==> src/rtl/cb_pkg.sv <==
// ----------------------------------------------------------------------------
// cb_pkg
// Shared definitions for the CB BRAM lane mappers: select encodings for the
// DINA/DOUTA lane selects, words fetched per select, and the read-demapper
// FSM state type.
// No ports (package).
// ----------------------------------------------------------------------------
package cb_pkg;

  // Lane-select encodings shared by the write mapper and the read demapper.
  localparam logic [1:0] CB_SEL_IDLE   = 2'b00;
  localparam logic [1:0] CB_SEL_XYXITA = 2'b10;
  localparam logic [1:0] CB_SEL_LXLY   = 2'b11;

  // Words per transaction for each select.
  localparam int unsigned CB_WORDS_XYXITA = 3;
  localparam int unsigned CB_WORDS_LXLY   = 2;

  // Width of the word index k (k = 0..2).
  localparam int unsigned CB_K_W = 2;

  typedef enum logic [1:0] {
    ST_IDLE  = 2'd0,
    ST_ISSUE = 2'd1,
    ST_DRAIN = 2'd2,
    ST_DONE  = 2'd3
  } demap_state_e;

  // True for the two selects that actually fetch data.
  function automatic logic cb_sel_valid(input logic [1:0] sel);
    return (sel == CB_SEL_XYXITA) || (sel == CB_SEL_LXLY);
  endfunction

  // Index of the last word of a transaction (word count minus one).
  function automatic logic [CB_K_W-1:0] cb_last_k(input logic [1:0] sel);
    return (sel == CB_SEL_XYXITA) ? CB_K_W'(CB_WORDS_XYXITA - 1)
                                  : CB_K_W'(CB_WORDS_LXLY - 1);
  endfunction

endpackage

==> src/rtl/cb_rd_valid_pipe.sv <==
// ----------------------------------------------------------------------------
// cb_rd_valid_pipe
// RD_LAT-deep shift register of {valid, k}. Each read issued to the BRAM is
// pushed in on its ena cycle and pops out exactly when the matching douta
// word is on the bus, so the consumer knows which lane to pick.
// Ports:
//   clk       in  clock
//   rst_n     in  asynchronous active-low reset
//   in_valid  in  a read is issued this cycle
//   in_k      in  word index of that read
//   out_valid out douta carries the word tagged out_k this cycle
//   out_k     out word index aligned with douta
// ----------------------------------------------------------------------------
module cb_rd_valid_pipe #(
  parameter int RD_LAT = 2,
  parameter int KW     = 2
) (
  input  logic          clk,
  input  logic          rst_n,
  input  logic          in_valid,
  input  logic [KW-1:0] in_k,
  output logic          out_valid,
  output logic [KW-1:0] out_k
);

  logic [RD_LAT-1:0]         valid_reg;
  logic [RD_LAT-1:0][KW-1:0] k_reg;

  always_ff @(posedge clk or negedge rst_n) begin
    if (!rst_n) begin
      valid_reg <= '0;
      k_reg     <= '0;
    end else begin
      valid_reg[0] <= in_valid;
      k_reg[0]     <= in_k;
      for (int i = 1; i < RD_LAT; i++) begin
        valid_reg[i] <= valid_reg[i-1];
        k_reg[i]     <= k_reg[i-1];
      end
    end
  end

  assign out_valid = valid_reg[RD_LAT-1];
  assign out_k     = k_reg[RD_LAT-1];

endmodule

==> src/rtl/cb_douta_demap.sv <==
// ----------------------------------------------------------------------------
// cb_douta_demap
// Read-side counterpart of the CB port-A write lane mapper. Fetches the robot
// pose (x_hat, y_hat, xita_hat; 3 words) or one landmark (lkx, lky; 2 words)
// from CB BRAM port A. Word k carries its value in lane k. The selected output
// group is updated atomically in the single done cycle.
// Ports:
//   clk            in  clock
//   sys_rst_n      in  asynchronous active-low reset (deassertion synchronised)
//   start          in  request pulse, sampled in IDLE only
//   CB_douta_sel   in  2'b10 = XYXITA, 2'b11 = LXLY, others ignored
//   base_addr      in  address of first word
//   CB_ena         out port-A read enable
//   CB_addra       out port-A address (holds last value when idle)
//   CB_douta       in  port-A read data, L lanes of RSA_DW
//   busy           out high from accepted start through the done cycle
//   done           out one-cycle pulse, outputs change in this cycle
//   x_hat, y_hat, xita_hat, lkx, lky  out extracted signed values
//   lane_err       out foreign-lane non-zero seen in last transaction
// Configuration:
//   CB_DEMAP_LANE_CHECK_EN - when defined, every captured word must have all
//   lanes other than its own equal to zero; a violation anywhere in the
//   transaction is reported on lane_err from the done cycle until the next
//   done. When undefined, lane_err is tied to 0.
// ----------------------------------------------------------------------------
module cb_douta_demap
  import cb_pkg::*;
#(
  parameter int L               = 4,
  parameter int RSA_DW          = 32,
  parameter int CB_AW           = 10,
  parameter int CB_DOUTA_SEL_DW = 2,
  parameter int RD_LAT          = 2
) (
  input  logic                       clk,
  input  logic                       sys_rst_n,
  input  logic                       start,
  input  logic [CB_DOUTA_SEL_DW-1:0] CB_douta_sel,
  input  logic [CB_AW-1:0]           base_addr,
  output logic                       CB_ena,
  output logic [CB_AW-1:0]           CB_addra,
  input  logic [L*RSA_DW-1:0]        CB_douta,
  output logic                       busy,
  output logic                       done,
  output logic signed [RSA_DW-1:0]   x_hat,
  output logic signed [RSA_DW-1:0]   y_hat,
  output logic signed [RSA_DW-1:0]   xita_hat,
  output logic signed [RSA_DW-1:0]   lkx,
  output logic signed [RSA_DW-1:0]   lky,
  output logic                       lane_err
);

  localparam int KW = CB_K_W;

  // Reset: asserts immediately, releases on a clock edge.
  logic [1:0] rst_sync_reg;
  logic       rst_n;

  always_ff @(posedge clk or negedge sys_rst_n) begin
    if (!sys_rst_n) rst_sync_reg <= 2'b00;
    else            rst_sync_reg <= {rst_sync_reg[0], 1'b1};
  end

  assign rst_n = rst_sync_reg[1];

  demap_state_e               state_reg, state_next;
  logic [CB_DOUTA_SEL_DW-1:0] sel_reg;
  logic [KW-1:0]              last_k_reg;
  logic [KW-1:0]              issue_k_reg;
  logic [CB_AW-1:0]           addr_reg;
  logic                       all_got_reg;
  logic signed [RSA_DW-1:0]   shadow0_reg, shadow1_reg, shadow2_reg;
  logic signed [RSA_DW-1:0]   x_hat_reg, y_hat_reg, xita_hat_reg, lkx_reg, lky_reg;

  logic                       accept;
  logic                       issue_last;
  logic                       load_out;
  logic                       pipe_valid;
  logic [KW-1:0]              pipe_k;
  logic [RSA_DW-1:0]          cap_word;
  logic [L-1:0][RSA_DW-1:0]   lane_w;

  // Split douta into lanes.
  generate
    for (genvar gi = 0; gi < L; gi++) begin : g_lane
      assign lane_w[gi] = CB_douta[gi*RSA_DW +: RSA_DW];
    end
  endgenerate

  assign cap_word   = lane_w[pipe_k];
  assign accept     = (state_reg == ST_IDLE) && start && cb_sel_valid(CB_douta_sel);
  assign issue_last = (issue_k_reg == last_k_reg);
  // Outputs are committed on the edge that enters DONE, so they change
  // together with done rising.
  assign load_out   = (state_reg == ST_DRAIN) && all_got_reg;

  cb_rd_valid_pipe #(
    .RD_LAT (RD_LAT),
    .KW     (KW)
  ) u_valid_pipe (
    .clk       (clk),
    .rst_n     (rst_n),
    .in_valid  (CB_ena),
    .in_k      (issue_k_reg),
    .out_valid (pipe_valid),
    .out_k     (pipe_k)
  );

  // FSM state register
  always_ff @(posedge clk or negedge rst_n) begin
    if (!rst_n) state_reg <= ST_IDLE;
    else        state_reg <= state_next;
  end

  // FSM next state
  always_comb begin
    state_next = state_reg;
    unique case (state_reg)
      ST_IDLE:  if (accept)      state_next = ST_ISSUE;
      ST_ISSUE: if (issue_last)  state_next = ST_DRAIN;
      ST_DRAIN: if (all_got_reg) state_next = ST_DONE;
      ST_DONE:                   state_next = ST_IDLE;
      default:                   state_next = ST_IDLE;
    endcase
  end

  // FSM outputs
  always_comb begin
    CB_ena = 1'b0;
    busy   = 1'b0;
    done   = 1'b0;
    unique case (state_reg)
      ST_IDLE:  ;
      ST_ISSUE: begin CB_ena = 1'b1; busy = 1'b1; end
      ST_DRAIN: busy = 1'b1;
      ST_DONE:  begin busy = 1'b1; done = 1'b1; end
      default:  ;
    endcase
  end

  // Request latch, address counter and shadow capture.
  always_ff @(posedge clk or negedge rst_n) begin
    if (!rst_n) begin
      sel_reg     <= '0;
      last_k_reg  <= '0;
      issue_k_reg <= '0;
      addr_reg    <= '0;
      all_got_reg <= 1'b0;
      shadow0_reg <= '0;
      shadow1_reg <= '0;
      shadow2_reg <= '0;
    end else begin
      if (accept) begin
        sel_reg     <= CB_douta_sel;
        last_k_reg  <= cb_last_k(CB_douta_sel);
        issue_k_reg <= '0;
        addr_reg    <= base_addr;
        all_got_reg <= 1'b0;
      end else if ((state_reg == ST_ISSUE) && !issue_last) begin
        // The address stops on the last issued word so CB_addra holds it.
        issue_k_reg <= issue_k_reg + 1'b1;
        addr_reg    <= addr_reg + 1'b1;
      end

      if (pipe_valid) begin
        if (pipe_k == KW'(0)) shadow0_reg <= cap_word;
        if (pipe_k == KW'(1)) shadow1_reg <= cap_word;
        if (pipe_k == KW'(2)) shadow2_reg <= cap_word;
        if (pipe_k == last_k_reg) all_got_reg <= 1'b1;
      end
    end
  end

  // Output registers: only the selected group moves, and only on load_out.
  always_ff @(posedge clk or negedge rst_n) begin
    if (!rst_n) begin
      x_hat_reg    <= '0;
      y_hat_reg    <= '0;
      xita_hat_reg <= '0;
      lkx_reg      <= '0;
      lky_reg      <= '0;
    end else if (load_out) begin
      if (sel_reg == CB_SEL_XYXITA) begin
        x_hat_reg    <= shadow0_reg;
        y_hat_reg    <= shadow1_reg;
        xita_hat_reg <= shadow2_reg;
      end else begin
        lkx_reg      <= shadow0_reg;
        lky_reg      <= shadow1_reg;
      end
    end
  end

  assign CB_addra = addr_reg;
  assign x_hat    = x_hat_reg;
  assign y_hat    = y_hat_reg;
  assign xita_hat = xita_hat_reg;
  assign lkx      = lkx_reg;
  assign lky      = lky_reg;

`ifdef CB_DEMAP_LANE_CHECK_EN
  logic [L-1:0] lane_nz;
  logic [L-1:0] own_mask;
  logic         lane_bad;
  logic         lane_acc_reg;
  logic         lane_err_reg;

  generate
    for (genvar gi = 0; gi < L; gi++) begin : g_lane_nz
      assign lane_nz[gi] = |lane_w[gi];
    end
  endgenerate

  always_comb begin
    own_mask         = '0;
    own_mask[pipe_k] = 1'b1;
  end

  assign lane_bad = pipe_valid && (|(lane_nz & ~own_mask));

  // Sticky per transaction; published on load_out alongside the data.
  always_ff @(posedge clk or negedge rst_n) begin
    if (!rst_n) begin
      lane_acc_reg <= 1'b0;
      lane_err_reg <= 1'b0;
    end else begin
      if (accept)        lane_acc_reg <= 1'b0;
      else if (lane_bad) lane_acc_reg <= 1'b1;
      if (load_out)      lane_err_reg <= lane_acc_reg;
    end
  end

  assign lane_err = lane_err_reg;
`else
  assign lane_err = 1'b0;
`endif

endmodule

==> config.mk <==
export PLATFORM = sky130hd
export DESIGN_NAME = cb_douta_demap
export DESIGN_NICKNAME = d
export VERILOG_FILES = /design/src/rtl/cb_pkg.sv /design/src/rtl/cb_rd_valid_pipe.sv /design/src/rtl/cb_douta_demap.sv
export SDC_FILE = /design/constraint.sdc
export NUM_CORES = 1
export LEC_CHECK = 0
export ABC_AREA = 0
export BUFFER_PORTS_ARGS = -buffer_cell sky130_fd_sc_hd__buf_4
export CORE_ASPECT_RATIO = 0.75
export CORE_MARGIN = 10
export CORE_UTILIZATION = 39
export DETAILED_ROUTE_END_ITERATION = 16
export PLACE_DENSITY = 0.76
export REMOVE_ABC_BUFFERS = 1
export SKIP_CTS_REPAIR_TIMING = 1
export SLEW_MARGIN = 30
export SYNTH_ARGS = -nofsm -noshare
export SYNTH_HDL_FRONTEND = slang
export SYNTH_SLANG_ARGS = --single-unit
==> constraint.sdc <==
create_clock -name clk -period 8.38 [get_ports clk]
set_input_delay 1.676 -clock clk [delete_from_list [all_inputs] [get_ports clk]]
set_output_delay 1.676 -clock clk [all_outputs]
set_load 0.01 [all_outputs]
==> reports/metrics.csv, run 1 <==
stage,metric,value,unit
timing,Max Fclk,304,MHz
critical_path,worst setup path start,state_reg[1],
min_path,hold crit path type,register to asynchronous set/reset pin,
critical_path,Crit Path Max Fanout,8,
clock_tree,total CTS buffers,28,
routing,wire length per cell,19.3,microns
critical_path,CP Class,register to output port,
power,Clk pwr share,20.1,%
critical_path,Worst Path Required,6.70,ns
layout,area of the multi-input gates,3520,sq um
global_route,initial antenna violation count,1,
layout,"most common cell after layout, fill and taps aside",buf_4,
power,Pwr per Cell Area,413,nW/um^2
logic_synthesis,Cell variety after synth,38,
logic_synthesis,synth warn,0,
power,NetSw,0.00184,W
global_route,vias in the first global route,6789,
die,core area,27100,sq um
power,Sequential Power Share,42.7,%
routing,vias,6454,
global_route,overall fraction of global-route tracks in use,14.1,%
die,Die Ht,164,microns
clock_tree,Worst-path clk slew,0.06,ns
logic_synthesis,Mapped Cells,665,
run,Max-Cap Viols,0,
timing,Final Slew Violations,0,
critical_path,CP arrival,1.61,ns
routing,TritonRoute pass-1 iters,4,
clock_tree,CTS Buffer Depth,3,
power,Pint,0.00401,W
timing,smallest hold slack,0.265,ns
timing,final hold violation count,0,
logic_synthesis,syn avg cell area,16.1,sq um
die,Total Die Area,34600,sq um
clock_tree,CTS tree,done,
placement,Placed Area,13300,sq um
logic_synthesis,"Cell Area, Synth",10700,sq um
timing,final worst path period need,3.29,ns
layout,design area,14100,sq um
power,LEAKAGE,6.55,nW
clock_tree,root buffer cell,clkbuf_16,
status,outcome,completed,
routing,post-detailed-route via-to-cell ratio,4.87,
power,Gate power share,37.2,%
routing,first-iteration detailed-routing DRC count,287,
layout,Util after Layout,52.3,%
layout,most frequent cells in the layout,"buf_4, dfrtp_1, mux2_2",
timing,Worst-Margin Slew,0.783,ns
routing,DRC,0,
timing,clk_skew,0.00756,ns
routing,antenna-violating nets left,0,
global_route,global route overflow,0,
clock_tree,CTS sink count,283,
die,IO Count,317,
clock_tree,H-tree level count,1,
layout,share of layout cells above drive strength 1,61.3,%
critical_path,Setup crit start kind,register,
timing,Slew headroom,47.8,%
logic_synthesis,"Seq/Total Area, Yosys",66.0,%
power,switch share,31.5,%
layout,Synth-to-Final Area Change,31.8,%
power,Max VDD drop,0.000215,V
critical_path,Reg-to-Reg Start,state_reg[0],
routing,final wirelength,25.5,mm
placement,Placer Congestion,0.760,
global_route,largest net degree at the start of global routing,177,
critical_path,Crit. End Element,output port,
global_route,global-route wire length before repair,39.4,mm
timing,final setup fails,0,
die,standard-cell row count,52,
timing,Final Cycle Share,39.2,%
layout,FF/Latch Area,7090,sq um
die,initial core utilization,39.7,%
layout,Nets,1105,
placement,I/O Buffers,283,
clock_tree,Clock Latency Late Sink,0.53,ns
logic_synthesis,Yosys reg bits,283,
placement,DP HPWL,17.7,mm
layout,number of fill cells,2296,
die,Die X-Extent,212,microns
timing,RSZ-0062 raised after global routing,false,
## logic make-up after synthesis
kind of cell    synth area share, %
flops                          66.0
simple gates                   1.81
other cells                  0.0700
xor+xnor                       1.28
compound gates                 1.53
buf+inv                        1.50
fa+ha+maj                     0.699
mux                            27.1
## critical path, stage by stage (launching register included)
cell and delay, ns:
dfrtp_1 0.41, inv_1 0.12, ha_1 0.36, buf_4 0.20
## final timing paths
kind	slack [ns]	depth (start not counted)	to
min in group clk	0.35	0	u_valid_pipe.out_k[0]
setup reg to reg	5.81	5	x_hat[31]
hold / removal	0.26	0	xita_hat[7]
hold reg to reg	0.26	0	xita_hat[7]
setup / recovery	5.09	3	CB_ena
max in group asynchronous	6.83	2	shadow1_reg[3]
## metal layers
layer | global-route usage [%] | up-vias | share of wire (%)
li1 | - | 2929 | -
met1 | 18.9 | 3300 | 45
met2 | 21.9 | 194 | 46
met3 | 4.60 | 31 | 7.8
met4 | 3.10 | 0 | 1.6
met5 | 0 | - | 0
## through the flow
stage	std cells	setup WS, ns	setup TNS (ns)	power [W]
floorplan	634	-0.0910	-25.56	0.00368
global placement	1276	5.65	0	0.00465
detailed placement	1276	5.64	0	0.00474
CTS	1322	5.06	0	0.00594
global route	1324	4.99	0	0.00622
finish	1324	5.09	0	0.00585
## Yosys cell counts
cell type	number	share of area, %
a21oi_1	5	0.23
or3_1	1	0.058
dfrtp_1	283	66
nor2_1	7	0.24
xnor2_1	7	0.57
mux2i_1	2	0.19
a32o_1	1	0.093
mux2_2	257	27
buf_4	1	0.070
xor2_2	2	0.30
nand4_1	2	0.12
clkbuf_2	2	0.093
o2111ai_1	1	0.082
a31oi_1	2	0.12
nand3_1	3	0.14
buf_6	1	0.10
clkbuf_1	7	0.24
a211oi_1	1	0.070
conb_1	2	0.070
buf_2	13	0.61
o211ai_1	3	0.21
o31ai_1	1	0.070
a311oi_1	1	0.082
buf_1	7	0.24
nand2b_1	1	0.058
or4_1	1	0.070
ha_1	6	0.70
nand2_1	17	0.59
and4_1	1	0.082
o21a_1	1	0.070
and3_1	2	0.12
nor3b_1	1	0.070
nor2b_1	2	0.12
nand3b_1	2	0.14
o21ai_2	1	0.082
xor2_1	5	0.41
o21ai_0	9	0.42
inv_1	4	0.14
## power by group through the flow
stage          sequential [W]  combinational, W  clock [W]
3_5_place_dp          0.00252           0.00222          0
3_3_place_gp          0.00249           0.00216          0
4_1_cts               0.00251           0.00222    0.00121
5_1_grt               0.00259           0.00235    0.00127
6_report              0.00250           0.00217    0.00118
2_1_floorplan         0.00263           0.00105          0
## layout make-up
class | instances | area share (%)
Antenna cell | 1 | 0.0177
Tap cell | 351 | 3.10
Clock inverter | 6 | 0.274
Multi-Input combinational cell | 347 | 24.9
Inverter | 4 | 0.106
Clock buffer | 40 | 5.78
Sequential cell | 283 | 50.1
Timing Repair Buffer | 292 | 15.8
No activity file was read; power rests on OpenSTA's default activity.
==> inputs of run 2 (changes only) <==
==> constraint.sdc (replaced) <==
create_clock -name clk -period 2.64 [get_ports clk]
set_input_delay 0.528 -clock clk [delete_from_list [all_inputs] [get_ports clk]]
set_output_delay 0.528 -clock clk [all_outputs]
set_load 0.01 [all_outputs]
==> reports/metrics.csv, run 2 (synthesis gave the netlist of run 1 again) <==
stage,metric,value,unit,change
status,outcome,completed,,
global_route,global-route wire length before repair,40.4,mm,+2.7%
routing,vias,6478,,+0.37%
critical_path,Crit Path Max Fanout,8,,unchanged
timing,final worst path period need,2.14,ns,
die,IO Count,317,,unchanged
timing,Worst-Margin Slew,0.577,ns,-0.206 ns
timing,final setup fails,0,,unchanged
clock_tree,CTS Buffer Depth,3,,unchanged
min_path,Worst Hold End,CB_addra[3],,
clock_tree,CTS sink count,283,,unchanged
min_path,Worst Hold Path Cells,3,,
routing,TritonRoute pass-1 iters,4,,unchanged
global_route,met2 usage,22.6,%,+0.71 points
layout,FF/Latch Area,7090,sq um,unchanged
clock_tree,H-tree level count,1,,unchanged
routing,wire length per cell,19.4,microns,+0.79%
routing,post-detailed-route via-to-cell ratio,4.90,,+0.45%
timing,Max Fclk,467,MHz,
run,Max-Cap Viols,0,,unchanged
timing,Slew headroom,61.5,%,+14 points
layout,Util after Layout,52.3,%,about the same
clock_tree,Worst-path clk slew,0.06,ns,about the same
routing,final wirelength,25.7,mm,+0.72%
critical_path,CP max stage cell,dfrtp_1,,
die,Die X-Extent,212,microns,unchanged
timing,Final Cycle Share,81.1,%,
critical_path,CP Class,register to output port,,
power,Design Power,0.0185,W,+220%
critical_path,reg2reg setup slack,0.66,ns,-5.15 ns
layout,most frequent cells in the layout,"buf_4, dfrtp_1, mux2_2",,
global_route,largest net degree at the start of global routing,105,,-41%
layout,area of the multi-input gates,3520,sq um,unchanged
placement,Placer Congestion,0.773,,+1.7%
global_route,met1 Use GR,19.1,%,+0.21 points
critical_path,Worst Path Required,2.11,ns,-4.59 ns
timing,RSZ-0062 raised after global routing,false,,
layout,share of layout cells above drive strength 1,60.7,%,-0.62 points
routing,DRC,0,,unchanged
layout,Antenna Diode Count,0,,-1
clock_tree,root buffer cell,clkbuf_16,,
placement,I/O Buffers,283,,unchanged
global_route,overall fraction of global-route tracks in use,14.4,%,+0.34 points
die,initial core utilization,39.7,%,unchanged
global_route,busiest layer in global routing,met2,,
global_route,initial antenna violation count,0,,-1
power,Pwr per Cell Area,1310,nW/um^2,+220%
layout,Nets,1108,,+0.27%
min_path,hold crit path type,input port to register,,
timing,final hold violation count,0,,unchanged
timing,clk_skew,0.0272,ns,+0.0196 ns
power,Max VDD drop,0.000602,V,+180%
clock_tree,total CTS buffers,28,,unchanged
critical_path,slowest cell delay on critical path,0.41,ns,about the same
global_route,met3 Track Usage GR,5.15,%,+0.56 points
critical_path,worst setup path start,state_reg[1],,
routing,antenna-violating nets left,0,,unchanged
layout,Synth-to-Final Area Change,31.8,%,about the same
critical_path,r2r endpoint,y_hat[17],,
min_path,Hold Crit Start,base_addr[3],,
die,core area,27100,sq um,unchanged
global_route,vias in the first global route,7043,,+3.7%
clock_tree,Clock Latency Late Sink,0.54,ns,about the same
routing,first-iteration detailed-routing DRC count,313,,+9.1%
critical_path,Reg-to-Reg Start,state_reg[0],,
clock_tree,CTS tree,done,,
critical_path,Reg2Reg Depth,5,,unchanged
power,LEAKAGE,6.54,nW,about the same
critical_path,Setup crit start kind,register,,
critical_path,Crit. End Element,output port,,
die,Die Ht,164,microns,unchanged
die,standard-cell row count,52,,unchanged
placement,DP HPWL,18.0,mm,+2.0%
layout,"most common cell after layout, fill and taps aside",buf_4,,
global_route,global route overflow,0,,unchanged
die,Total Die Area,34600,sq um,unchanged
layout,number of fill cells,2260,,-1.6%
critical_path,CP arrival,1.61,ns,about the same
timing,Final Slew Violations,0,,unchanged
critical_path,cell breakdown of the critical path,"inv_1, ha_1, buf_4",,
timing,smallest hold slack,0.204,ns,-0.0610 ns
==> run 2: changes by cell type in the layout (fill, tap and decap cells not counted) <==
cell           delta
buf_12            +5
buf_6             -2
buf_16            -1
diode_2           -1
clkinv_8          +1
inv_6             -1
clkbuf_1          +5
clkinvlp_4        -2
clkbuf_16         -1
clkbuf_8          -2
dlygate4sd3_1     +1
clkinv_2          -3
==> run 2: final cells by class <==
type | instances | area share [%]
repair buffers | 295 | 16.2
flip-flops and latches | 283 | 50.1
well taps | 351 | 3.10
clock inverters | 1 | 0.115
multi-input cells | 347 | 24.9
clock buffers | 42 | 5.54
inverters | 4 | 0.106
==> run 2: metal layers <==
metal  vias up  routed length (microns)
met4         0                      398
met2       205                    11800
li1       2936                        -
met5         -                        0
met1      3306                    11200
met3        31                     2230
==> run 2: worst max path at each step <==
| stage | end | slack (ns) |
|---|---|---|
| 2_1_floorplan | CB_addra[0] | -5.83 |
| 3_3_place_gp | y_hat[4] | 0.63 |
| 3_5_place_dp | y_hat[13] | 0.60 |
| 4_1_cts | CB_ena | 0.45 |
| 5_1_grt | CB_ena | 0.37 |
| 6_report | CB_ena | 0.50 |
==> run 2: worst max-delay path: cells and delay by family (launching register included) <==
kind	cells	cell delay, ns
adders and majority gates	1	0.37
DFF	1	0.41
buffers and inverters	2	0.31
==> run 2: power by group <==
group | internal (W) | switching, W | total [W]
Combinational | 0.00406 | 0.00286 | 0.00692
Sequential | 0.00656 | 0.00141 | 0.00797
Clock | 0.00202 | 0.00156 | 0.00358
==> run 2: metrics by stage <==
step,setup slack (ns),instance area (sq um),setup TNS (ns),std cells
after CTS,0.451,14100,0,1322
after global placement,0.635,13300,0,1279
after global routing,0.369,14100,0,1323
after floorplan,-5.83,10600,-1879.05,634
final,0.499,14100,0,1323
after detailed placement,0.596,13300,0,1279
==> inputs of run 3 (changes only) <==
--- a/config.mk
+++ b/config.mk
@@ -5,13 +5,13 @@
 export SDC_FILE = /design/constraint.sdc
 export NUM_CORES = 1
 export LEC_CHECK = 0
-export ABC_AREA = 0
+export ABC_AREA = 1
 export BUFFER_PORTS_ARGS = -buffer_cell sky130_fd_sc_hd__buf_4
 export CORE_ASPECT_RATIO = 0.75
 export CORE_MARGIN = 10
 export CORE_UTILIZATION = 39
 export DETAILED_ROUTE_END_ITERATION = 16
-export PLACE_DENSITY = 0.76
+export PLACE_DENSITY = 0.73
 export REMOVE_ABC_BUFFERS = 1
 export SKIP_CTS_REPAIR_TIMING = 1
 export SLEW_MARGIN = 30
==> constraint.sdc (replaced) <==
create_clock -name clk -period 2 [get_ports clk]
set_input_delay 0.4 -clock clk [delete_from_list [all_inputs] [get_ports clk]]
set_output_delay 0.4 -clock clk [all_outputs]
set_load 0.01 [all_outputs]
==> reports/metrics.csv, run 3 <==
stage,metric,value,unit,change
status,outcome,completed,,
critical_path,Crit. End Element,output port,,
clock_tree,Worst-path clk slew,0.06,ns,about the same
critical_path,Worst Path Required,1.60,ns,-0.51 ns
timing,Final Slew Violations,0,,unchanged
global_route,initial antenna violation count,0,,unchanged
logic_synthesis,Post-synth top flop,dfrtp_1,,
min_path,Worst Hold Path Cells,3,,unchanged
layout,Nets,1711,,+54%
run,Max-Cap Viols,0,,unchanged
min_path,hold crit path type,input port to register,,
critical_path,CP Buf/Inv Count,2,,unchanged
logic_synthesis,"Cell Area, Synth",11800,sq um,+9.7%
timing,Final WS setup,0.0918,ns,-0.407 ns
timing,total negative slack,0,ns,unchanged
placement,I/O Buffers,315,,+11%
die,standard-cell row count,54,,+3.8%
critical_path,CP arrival,1.51,ns,-0.10 ns
clock_tree,Clock Latency Late Sink,0.54,ns,about the same
min_path,Hold Crit Start,CB_douta_sel[0],,
layout,FF/Latch Area,7090,sq um,about the same
logic_synthesis,synth top area cells,"dfrtp_1, nand2_1, o21ai_0",,
layout,share of layout cells above drive strength 1,30.5,%,-30 points
layout,number of fill cells,2666,,+18%
critical_path,Reg2Reg Depth,9,,+4
logic_synthesis,synth warn,0,,unchanged
clock_tree,H-tree level count,1,,unchanged
power,Sequential Power Share,36.9,%,-6.2 points
die,Total Die Area,37600,sq um,+8.6%
critical_path,Reg-to-Reg Start,state_reg[0],,
placement,DP HPWL,26.1,mm,+45%
layout,Synth-to-Final Area Change,34.0,%,
clock_tree,CTS sink count,283,,unchanged
layout,Non-Filler Instances,1975,,+49%
power,Max VDD drop,0.000872,V,+45%
logic_synthesis,Synth area leader,dfrtp_1,,
power,Clk pwr share,21.8,%,+2.4 points
routing,first-iteration detailed-routing DRC count,610,,+95%
clock_tree,CTS Buffer Depth,3,,unchanged
timing,final worst path period need,1.91,ns,
timing,final hold violation count,0,,unchanged
die,Die Ht,170,microns,+4.1%
global_route,largest net degree at the start of global routing,101,,-3.8%
layout,Antenna Diode Count,0,,unchanged
timing,Max Fclk,524,MHz,
routing,DRC,0,,unchanged
logic_synthesis,Yosys reg bits,283,,unchanged
power,Pwr per Cell Area,1680,nW/um^2,+29%
routing,wire length per cell,18.4,microns,-5.0%
timing,Final Cycle Share,95.4,%,
die,initial core utilization,40.1,%,+0.39 points
clock_tree,root buffer cell,clkbuf_16,,
clock_tree,CTS tree,done,,
routing,final wirelength,36.4,mm,+42%
power,LEAKAGE,7.98,nW,+22%
global_route,overall fraction of global-route tracks in use,18.7,%,+4.2 points
critical_path,cell breakdown of the critical path,"inv_1, ha_1, buf_4",,
routing,antenna-violating nets left,0,,unchanged
power,Gate power share,41.3,%,+3.8 points
logic_synthesis,Cell variety after synth,29,,-24%
timing,RSZ-0062 raised after global routing,false,,
die,IO Count,317,,unchanged
critical_path,slowest cell delay on critical path,0.41,ns,about the same
logic_synthesis,"count leader, synth",nand2_1,,
min_path,Worst Hold End,sel_reg[0],,
layout,"most common cell after layout, fill and taps aside",nand2_1,,
global_route,global-route wire length before repair,56.2,mm,+39%
power,NetSw,0.0101,W,+73%
layout,area of the multi-input gates,4010,sq um,+14%
routing,vias,9915,,+53%
placement,Placer Congestion,0.860,,+11%
timing,final setup fails,0,,unchanged
power,switch share,38.1,%,+6.5 points
die,Die X-Extent,221,microns,+4.3%
logic_synthesis,post-synth top area share,60.2,%,-5.8 points
timing,clk_skew,0.0176,ns,-0.00963 ns
critical_path,CP Class,register to output port,,
power,Pint,0.0164,W,+30%
clock_tree,total CTS buffers,29,,+3.6%
logic_synthesis,synth cell count leaders,"nand2_1, dfrtp_1, o21ai_0, inv_1, nand3_1",,
logic_synthesis,"Seq/Total Area, Yosys",60.2,%,-5.8 points
critical_path,reg2reg setup slack,0.20,ns,-0.46 ns
critical_path,cell family with most CP delay,flip-flops,,
logic_synthesis,"EDFF count, synth",0,,unchanged
die,core area,29400,sq um,+8.6%
logic_synthesis,Post-synth ARST share,100,%,unchanged
critical_path,r2r endpoint,CB_addra[0],,
placement,Placed Cells,1922,,+50%
critical_path,Setup crit start kind,register,,
routing,post-detailed-route via-to-cell ratio,5.02,,+2.5%
critical_path,Crit Path Max Fanout,4,,-4
global_route,global route overflow,0,,unchanged
logic_synthesis,Mapped Cells,1246,,+87%
critical_path,CP max stage cell,dfrtp_1,,
layout,Util after Layout,53.7,%,+1.4 points
global_route,vias in the first global route,10100,,+44%
logic_synthesis,syn avg cell area,9.45,sq um,-41%
routing,TritonRoute pass-1 iters,5,,+1
timing,smallest hold slack,0.114,ns,-0.0895 ns
layout,most frequent cells in the layout,"nand2_1, buf_4, dfrtp_1",,
placement,worst slack at placement,0.167,ns,-0.429 ns
## run 3: kinds of logic (layout without fill, tap and decap cells)
group,Yosys count,in the layout,share of synthesized area [%]
other,2,2,0.0638
DFF,283,283,60.2
and+or+nand+nor,488,488,16.6
AOI/OAI and AO/OA,274,274,13.4
buffers and inverters,159,496,5.92
muxes,32,32,3.06
adders and majority gates,6,6,0.638
xor gates and xnor gates,2,2,0.149
## run 3: final cells by class
type / instances / area share (%)
tap: 392 / 3.11
clock inverter: 15 / 1.39
sequential: 283 / 44.9
inverter: 87 / 2.09
multi-input combinational: 804 / 25.4
timing repair buffer: 357 / 18.0
clock buffer: 37 / 5.11
## run 3: routing by layer
layer	GRT usage, %	wire, microns	part of all wire (%)	up-vias
met5	0	0	0	-
met4	2.95	521	1.4	0
met3	4.54	3030	8.3	38
met2	31.8	17500	48	343
met1	24.0	15400	42	4856
li1	-	-	-	4678
## run 3: power by group through the flow
stage	Sequential, W	Combinational [W]	Clock, W
floorplan	0.0105	0.00471	0
global placement	0.00973	0.0108	0
detailed placement	0.00983	0.0111	0
CTS	0.00977	0.0111	0.00590
global route	0.0101	0.0121	0.00614
finish	0.00976	0.0109	0.00577
## run 3: how the worst max path moves through the flow
stage,cells past startpoint,endpoint,from
2_1_floorplan,0,CB_addra[0],rst_sync_reg[1]
3_3_place_gp,7,xita_hat[12],state_reg[0]
3_5_place_dp,9,CB_addra[4],state_reg[0]
4_1_cts,3,CB_ena,state_reg[1]
5_1_grt,9,CB_addra[0],state_reg[0]
6_report,3,CB_ena,state_reg[1]
## run 3: worst register-to-register path: cells and delay by family (launching register included)
family	cells	cell delay, ns
flops	1	0.40
simple gates	4	0.42
fa+ha+maj	1	0.24
buf+inv	3	0.56
compound gates	1	0.08
## run 3: through the flow
step | total power, W | instance area (sq um)
after floorplan | 0.0152 | 11400
after global placement | 0.0205 | 14700
after detailed placement | 0.0209 | 14700
after CTS | 0.0268 | 15800
after global routing | 0.0283 | 15800
final | 0.0265 | 15800
